### config.mk
export PLATFORM = sky130hd
export DESIGN_NAME = mult_div_unit_flat
export DESIGN_NICKNAME = d
export VERILOG_FILES = /design/src/rtl/mult_div_unit_if.sv /design/src/rtl/mult_div_unit.sv /design/src/flat_wrapper.sv
export SDC_FILE = /design/constraint.sdc
export NUM_CORES = 1
export LEC_CHECK = 0
export BUFFER_PORTS_ARGS = -buffer_cell sky130_fd_sc_hd__buf_2
export CORE_AREA = 2 2 282 214
export DETAILED_ROUTE_END_ITERATION = 8
export DIE_AREA = 0 0 284 216
export SYNTH_ARGS = -nofsm -noshare
export SYNTH_HDL_FRONTEND = slang
export SYNTH_SLANG_ARGS = --single-unit
### constraint.sdc
create_clock -name clk -period 4.15 [get_ports clk]
set_input_delay 0.83 -clock clk [delete_from_list [all_inputs] [get_ports clk]]
set_output_delay 0.83 -clock clk [all_outputs]
set_load 0.01 [all_outputs]
### src/rtl/mult_div_unit_if.sv
// Start/Busy/Done handshake and HI/LO result bus between the control path and the multiply/divide unit.
interface mult_div_unit_if #(
  parameter int unsigned WIDTH = 32
);
  logic             Start;
  logic [1:0]       MDOperation;
  logic [WIDTH-1:0] A;
  logic [WIDTH-1:0] B;
  logic             Busy;
  logic             Done;
  logic             DivByZero;
  logic [WIDTH-1:0] HI;
  logic [WIDTH-1:0] LO;

  modport master (
    output Start, MDOperation, A, B,
    input  Busy, Done, DivByZero, HI, LO
  );

  modport slave (
    input  Start, MDOperation, A, B,
    output Busy, Done, DivByZero, HI, LO
  );
endinterface

### src/rtl/mult_div_unit.sv
// Iterative multiply/divide unit owning HI/LO: radix-2 shift-add multiply and
// restoring divide on magnitudes, one bit per clock, sign fix-up in a final cycle.
module mult_div_unit #(
  parameter int unsigned WIDTH = 32
) (
  input  logic            clk,
  input  logic            reset,
  mult_div_unit_if.slave  md
);

  localparam int unsigned CNT_W  = (WIDTH > 1) ? $clog2(WIDTH) : 1;
  localparam int unsigned PROD_W = 2 * WIDTH;

  typedef enum logic [1:0] {
    S_IDLE = 2'd0,
    S_RUN  = 2'd1,
    S_FIX  = 2'd2
  } state_t;

  state_t             r_state;
  logic [CNT_W-1:0]   r_cnt;
  logic               r_is_div;
  logic               r_neg_lo;
  logic               r_neg_hi;
  logic               r_dbz_pend;
  logic [WIDTH-1:0]   r_a_raw;
  logic [WIDTH-1:0]   r_opnd;
  logic [WIDTH:0]     r_hi;
  logic [WIDTH-1:0]   r_lo;

  logic               r_busy;
  logic               r_done;
  logic               r_dbz;
  logic [WIDTH-1:0]   r_hi_out;
  logic [WIDTH-1:0]   r_lo_out;

  logic               w_a_neg;
  logic               w_b_neg;
  logic [WIDTH-1:0]   w_a_mag;
  logic [WIDTH-1:0]   w_b_mag;

  logic [WIDTH:0]     w_add;
  logic [WIDTH:0]     w_mul_sum;
  logic [WIDTH:0]     w_shift;
  logic [WIDTH:0]     w_diff;
  logic               w_ge;
  logic [WIDTH:0]     w_hi_nxt;
  logic [WIDTH-1:0]   w_lo_nxt;

  logic [PROD_W-1:0]  w_prod;
  logic [PROD_W-1:0]  w_prod_fix;
  logic [WIDTH-1:0]   w_rem_mag;
  logic [WIDTH-1:0]   w_quo;
  logic [WIDTH-1:0]   w_rem;

  // Operand magnitudes; MDOperation[0] set means unsigned
  assign w_a_neg = ~md.MDOperation[0] & md.A[WIDTH-1];
  assign w_b_neg = ~md.MDOperation[0] & md.B[WIDTH-1];
  assign w_a_mag = w_a_neg ? WIDTH'(-md.A) : md.A;
  assign w_b_mag = w_b_neg ? WIDTH'(-md.B) : md.B;

  // One iteration: r_hi carries the partial product / partial remainder
  always_comb begin
    w_add     = r_lo[0] ? {1'b0, r_opnd} : '0;
    w_mul_sum = r_hi + w_add;
    w_shift   = {r_hi[WIDTH-1:0], r_lo[WIDTH-1]};
    w_ge      = (w_shift >= {1'b0, r_opnd});
    w_diff    = w_shift - {1'b0, r_opnd};
    w_hi_nxt  = {1'b0, w_mul_sum[WIDTH:1]};
    w_lo_nxt  = {w_mul_sum[0], r_lo[WIDTH-1:1]};
    if (r_is_div) begin
      w_hi_nxt = w_ge ? w_diff : w_shift;
      w_lo_nxt = {r_lo[WIDTH-2:0], w_ge};
    end
  end

  // Sign correction applied in FIX
  always_comb begin
    w_prod     = {r_hi[WIDTH-1:0], r_lo};
    w_prod_fix = r_neg_lo ? PROD_W'(-w_prod) : w_prod;
    w_rem_mag  = r_hi[WIDTH-1:0];
    w_quo      = r_neg_lo ? WIDTH'(-r_lo) : r_lo;
    w_rem      = r_neg_hi ? WIDTH'(-w_rem_mag) : w_rem_mag;
  end

  always_ff @(posedge clk or negedge reset) begin
    if (!reset) begin
      r_state    <= S_IDLE;
      r_cnt      <= '0;
      r_is_div   <= 1'b0;
      r_neg_lo   <= 1'b0;
      r_neg_hi   <= 1'b0;
      r_dbz_pend <= 1'b0;
      r_a_raw    <= '0;
      r_opnd     <= '0;
      r_hi       <= '0;
      r_lo       <= '0;
      r_busy     <= 1'b0;
      r_done     <= 1'b0;
      r_dbz      <= 1'b0;
      r_hi_out   <= '0;
      r_lo_out   <= '0;
    end else begin
      r_done <= 1'b0;
      case (r_state)
        S_IDLE: begin
          if (md.Start) begin
            r_state    <= S_RUN;
            r_busy     <= 1'b1;
            r_cnt      <= '0;
            r_is_div   <= md.MDOperation[1];
            r_a_raw    <= md.A;
            r_dbz_pend <= md.MDOperation[1] & (md.B == '0);
            r_neg_lo   <= w_a_neg ^ w_b_neg;
            r_neg_hi   <= w_a_neg;
            r_hi       <= '0;
            // Divide shifts the dividend out of LO; multiply shifts the multiplier
            if (md.MDOperation[1]) begin
              r_opnd <= w_b_mag;
              r_lo   <= w_a_mag;
            end else begin
              r_opnd <= w_a_mag;
              r_lo   <= w_b_mag;
            end
          end
        end
        S_RUN: begin
          r_hi  <= w_hi_nxt;
          r_lo  <= w_lo_nxt;
          r_cnt <= r_cnt + CNT_W'(1);
          if (r_cnt == CNT_W'(WIDTH - 1)) begin
            r_state <= S_FIX;
          end
        end
        S_FIX: begin
          r_state <= S_IDLE;
          r_busy  <= 1'b0;
          r_done  <= 1'b1;
          r_dbz   <= r_dbz_pend;
          if (!r_is_div) begin
            {r_hi_out, r_lo_out} <= w_prod_fix;
          end else if (r_dbz_pend) begin
            r_hi_out <= r_a_raw;
            r_lo_out <= '1;
          end else begin
            r_hi_out <= w_rem;
            r_lo_out <= w_quo;
          end
        end
        default: begin
          r_state <= S_IDLE;
          r_busy  <= 1'b0;
        end
      endcase
    end
  end

  assign md.Busy      = r_busy;
  assign md.Done      = r_done;
  assign md.DivByZero = r_dbz;
  assign md.HI        = r_hi_out;
  assign md.LO        = r_lo_out;

endmodule

### src/flat_wrapper.sv
// flat-port wrapper written by rule: the top's interface ports become plain ports
module mult_div_unit_flat 
#(
  parameter int unsigned WIDTH = 32
)
  (clk, reset, md_Start, md_MDOperation, md_A, md_B, md_Busy, md_Done, md_DivByZero, md_HI, md_LO);
  mult_div_unit_if #(.WIDTH(WIDTH)) md_i ();
  input  logic clk;
  input  logic reset;
  input wire logic [$bits(md_i.Start)-1:0] md_Start;
  input wire logic [$bits(md_i.MDOperation)-1:0] md_MDOperation;
  input wire logic [$bits(md_i.A)-1:0] md_A;
  input wire logic [$bits(md_i.B)-1:0] md_B;
  output wire logic [$bits(md_i.Busy)-1:0] md_Busy;
  output wire logic [$bits(md_i.Done)-1:0] md_Done;
  output wire logic [$bits(md_i.DivByZero)-1:0] md_DivByZero;
  output wire logic [$bits(md_i.HI)-1:0] md_HI;
  output wire logic [$bits(md_i.LO)-1:0] md_LO;
  assign md_i.Start = md_Start;
  assign md_i.MDOperation = md_MDOperation;
  assign md_i.A = md_A;
  assign md_i.B = md_B;
  assign md_Busy = md_i.Busy;
  assign md_Done = md_i.Done;
  assign md_DivByZero = md_i.DivByZero;
  assign md_HI = md_i.HI;
  assign md_LO = md_i.LO;
  mult_div_unit #(.WIDTH(WIDTH)) u_core (.clk(clk), .reset(reset), .md(md_i));
endmodule
==> metrics.md <==
| Metric | Value |
|---|---|
| Status | `finished, final reports clean` |
| Number of fill cells | `6285` |
| Clk pin slew, worst setup/hold paths | `approximately 0.060 ns` |
| Kind of critical path | `reg -> reg` |
| Slew Viols, Final | `0` |
| Drt initial violations | `1713` |
| Number of routed nets with antenna violations | `0` |
| HP Class | `in -> async` |
| Io pins | `136` |
| Worst Path Max Fanout | `13` |
| Total CTS buffers | `25` |
| Post-synth ARST share | `100%` |
| Syn Nets | `about 2.3k` |
| Clock H-tree levels | `1` |
| Yosys top cell by area | `dfrtp_1` |
| Critical Path End Type | `flip-flop` |
| Vias in the first global route | `15.2k` |
| Setup-failing EPs final | `0` |
| Clock Path Buffers | `3` |
| Post-synth top cells | `nand2_1, nor2_1, dfrtp_1` |
| EDFF count, synth | `0` |
| Residual DRC count | `0` |
| Critical path startpoint category | `flip-flop` |
| Cell Pwr Density | `924 nW/µm²` |
| Syn Area/Cell | `approximately 8 µm²` |
| Die width | `284 µm` |
| Total grt overflow | `0` |
| Vias per inst | `about 5.5` |
| Drt pass-1 iters | `6` |
| Final hold vios | `0` |
| Setup TNS | `0 ns` |
| Fmax | `0.266 GHz` |
| Die height | `about 220 µm` |
| Initial Util | `28.8%` |
| Post-CTS Setup Inserts | `0` |
| Synthesized cell area | `16800 µm²` |
| Via count | `16.5k` |
| Max_slew headroom | `between 20 and 25%` |
| RSZ-0062 raised after global routing | `false` |
| GP Congestion | `0.955` |
| Crit path time final | `about 3.8 ns` |
| CTS tree | `done` |
| Syn Inst Count | `2149` |
| Crit path required time | `4.59 ns` |
| Nets | `2355` |
| Top cell type's share of synthesized area | `30.7%` |
| Initial antenna violation count | `4` |
| Hpwl dp | `50.1 mm` |
| P_leak | `0.00843 µW` |
| Count of cell types in the netlist | `80` |
| Synth Warn # | `0` |
| Die Footprint | `between 60000 and 70000 µm²` |
| Area growth, synth to finish | `13.7%` |
| Drt total wl | `approximately 65 mm` |
| Slew @ Worst Pin | `1.17 ns` |
| Clk_lat worst skew | `~0.56 ns` |
| Layout cells sized above 1 | `12.2%` |
| Top cells by area, synth | `dfrtp_1, nand2_1, mux2i_1, a21oi_1, o21ai_0` |
| First-pass GRT wire length | `96.9 mm` |
| Hold_buf cts | `0` |
| Post-CTS sizing | `0` |
| # Max-Cap Violations | `0` |
| CTS Root Cell | `clkbuf_16` |
| Total GRT Usage | `20.4%` |
| Tot Pwr | `17700 µW` |
| Clock sink total | `207` |
| Largest net degree at the start of global routing | `just over 80` |
| Port buffer count | `135` |
| Row count | `77` |
| Most frequent cell after synthesis | `nand2_1` |
| Post-route clock skew | `0.00885 ns` |
| Wire per inst | `21.4 µm` |
| Number of synthesized register bits | `approximately 210` |
| Final period util | `90.6%` |
| Max rail drop VDD | `roughly 0.00036 V` |
| Ys flop type | `dfrtp_1` |
| WP data arrival | `4.20 ns` |
| Core footprint | `58600 µm²` |
| Post-synthesis sequential area ratio | `30.7%` |
## power breakdown
part / leakage [µW] / internal, µW / switching, µW / total, µW
logic: 0.00542 / 4630 / 6820 / 11500
clock network: 0.000369 / 1220 / 925 / 2140
registers: 0.00264 / 2800 / 1320 / 4120
total: 0.00843 / 8650 / 9070 / 17700
## cells in the final DEF (no fill, tap or decap), drive strengths merged, types with 21 or more instances in the layout
| cell type | Yosys | routed |
|---|---|---|
| a211oi | 21 | 21 |
| dfrtp | 207 | 207 |
| xnor2 | 99 | 99 |
| o21ai | 201 | 201 |
| a21oi | 189 | 189 |
| nor4 | 26 | 26 |
| ha | 70 | 70 |
| xor2 | 102 | 102 |
| nor3 | 32 | 32 |
| nand3 | 24 | 24 |
| nor2b | 23 | 23 |
| nor2 | 215 | 215 |
| nand2 | 314 | 314 |
| o31ai | 26 | 26 |
| buf | 25 | 181 |
| clkbuf | 118 | 36 |
| a21o | 26 | 26 |
| inv | 67 | 67 |
| mux2i | 95 | 95 |
## final cells by class
class | count | area (µm²) | share of cell area [%]
Sequential cell | 207 | 5190 | 27.1
Tap cell | 790 | 988 | 5.16
Timing Repair Buffer | 181 | 1080 | 5.64
Antenna cell | 1 | 2.50 | 0.0131
Clock buffer | 36 | 697 | 3.64
Inverter | 69 | 259 | 1.35
Multi-Input combinational cell | 1730 | 10900 | 56.8
Clock inverter | 6 | 57.6 | 0.300
## logic make-up (layout without fill, tap and decap cells)
| logic type | count (synthesis) | in the layout | synth area share, % |
|---|---|---|---|
| other | 0 | 1 | 0 |
| XOR/XNOR | 201 | 201 | 10.4 |
| AND/OR/NAND/NOR | 743 | 743 | 20.1 |
| adder cells (fa/ha/maj) | 72 | 72 | 5.44 |
| multiplexers | 109 | 109 | 6.58 |
| buffers and inverters | 212 | 292 | 4.80 |
| AO/OA/AOI/OAI | 605 | 605 | 21.9 |
| flip-flops | 207 | 207 | 30.7 |
## metal layers
layer / track usage (%) / part of all wire, %
met1: 31.4 / 48
met2: 27.4 / 39
met3: 5.60 / 10
met4: 5.28 / 2.7
met5: 0 / 0.051
## stage by stage
stage | setup slack (ns) | std cells | util, % | area [µm²] | hold slack [ns]
detailed placement | 0.500 | 2977 | 31.4 | 18400 | 0.462
CTS | 0.459 | 3019 | 32.7 | 19200 | 0.315
floorplan | 0.998 | 2149 | - | 16800 | 0.440
finish | 0.389 | 3020 | 32.7 | 19200 | 0.288
global placement | 0.538 | 2977 | 31.4 | 18400 | 0.456
global route | 0.184 | 3020 | 32.7 | 19200 | 0.341
## flip-flops by register name (all words and copies together), names as in the netlist
| signal | cells |
|---|---|
| u_core.md.Done | 1 |
| u_core.r_dbz_pend | 1 |
| u_core.md.LO | 32 |
| u_core.r_is_div | 1 |
| u_core.r_cnt | 5 |
| u_core.md.Busy | 1 |
| u_core.r_opnd | 32 |
| u_core.r_neg_lo | 1 |
| u_core.md.HI | 32 |
| u_core.r_state | 2 |
| u_core.r_neg_hi | 1 |
| u_core.r_lo | 32 |
| u_core.md.DivByZero | 1 |
| u_core.r_a_raw | 32 |
| u_core.r_hi | 33 |
## final timing paths
kind / slack, ns / to / startpoint / cells past startpoint
worst max-delay path: 0.39 / u_core.r_hi[29] / u_core.r_lo[0] / 12
worst min-delay path: 0.29 / u_core.md.HI[13] / reset / 1
worst max register to register: 0.39 / u_core.r_hi[29] / u_core.r_lo[0] / 12
worst min register to register: 0.47 / u_core.md.DivByZero / u_core.md.DivByZero / 2
max in group asynchronous: 2.96 / u_core.r_cnt[4] / reset / 2
min in group clk: 0.47 / u_core.md.DivByZero / u_core.md.DivByZero / 2
## worst max-delay path: stages, from the launching register on
cell and delay, ns:
dfrtp_1 0.44, inv_1 0.42, nor2_1 0.10, ha_1 0.35
nor2b_1 0.18, o31a_1 0.29, o31ai_1 0.37, a211oi_1 0.19
nand4bb_1 0.28, a21boi_0 0.34, o21ai_0 0.18, xor2_1 0.16
a221o_1 0.33
Note: power is estimated with default switching activity, not from simulation.
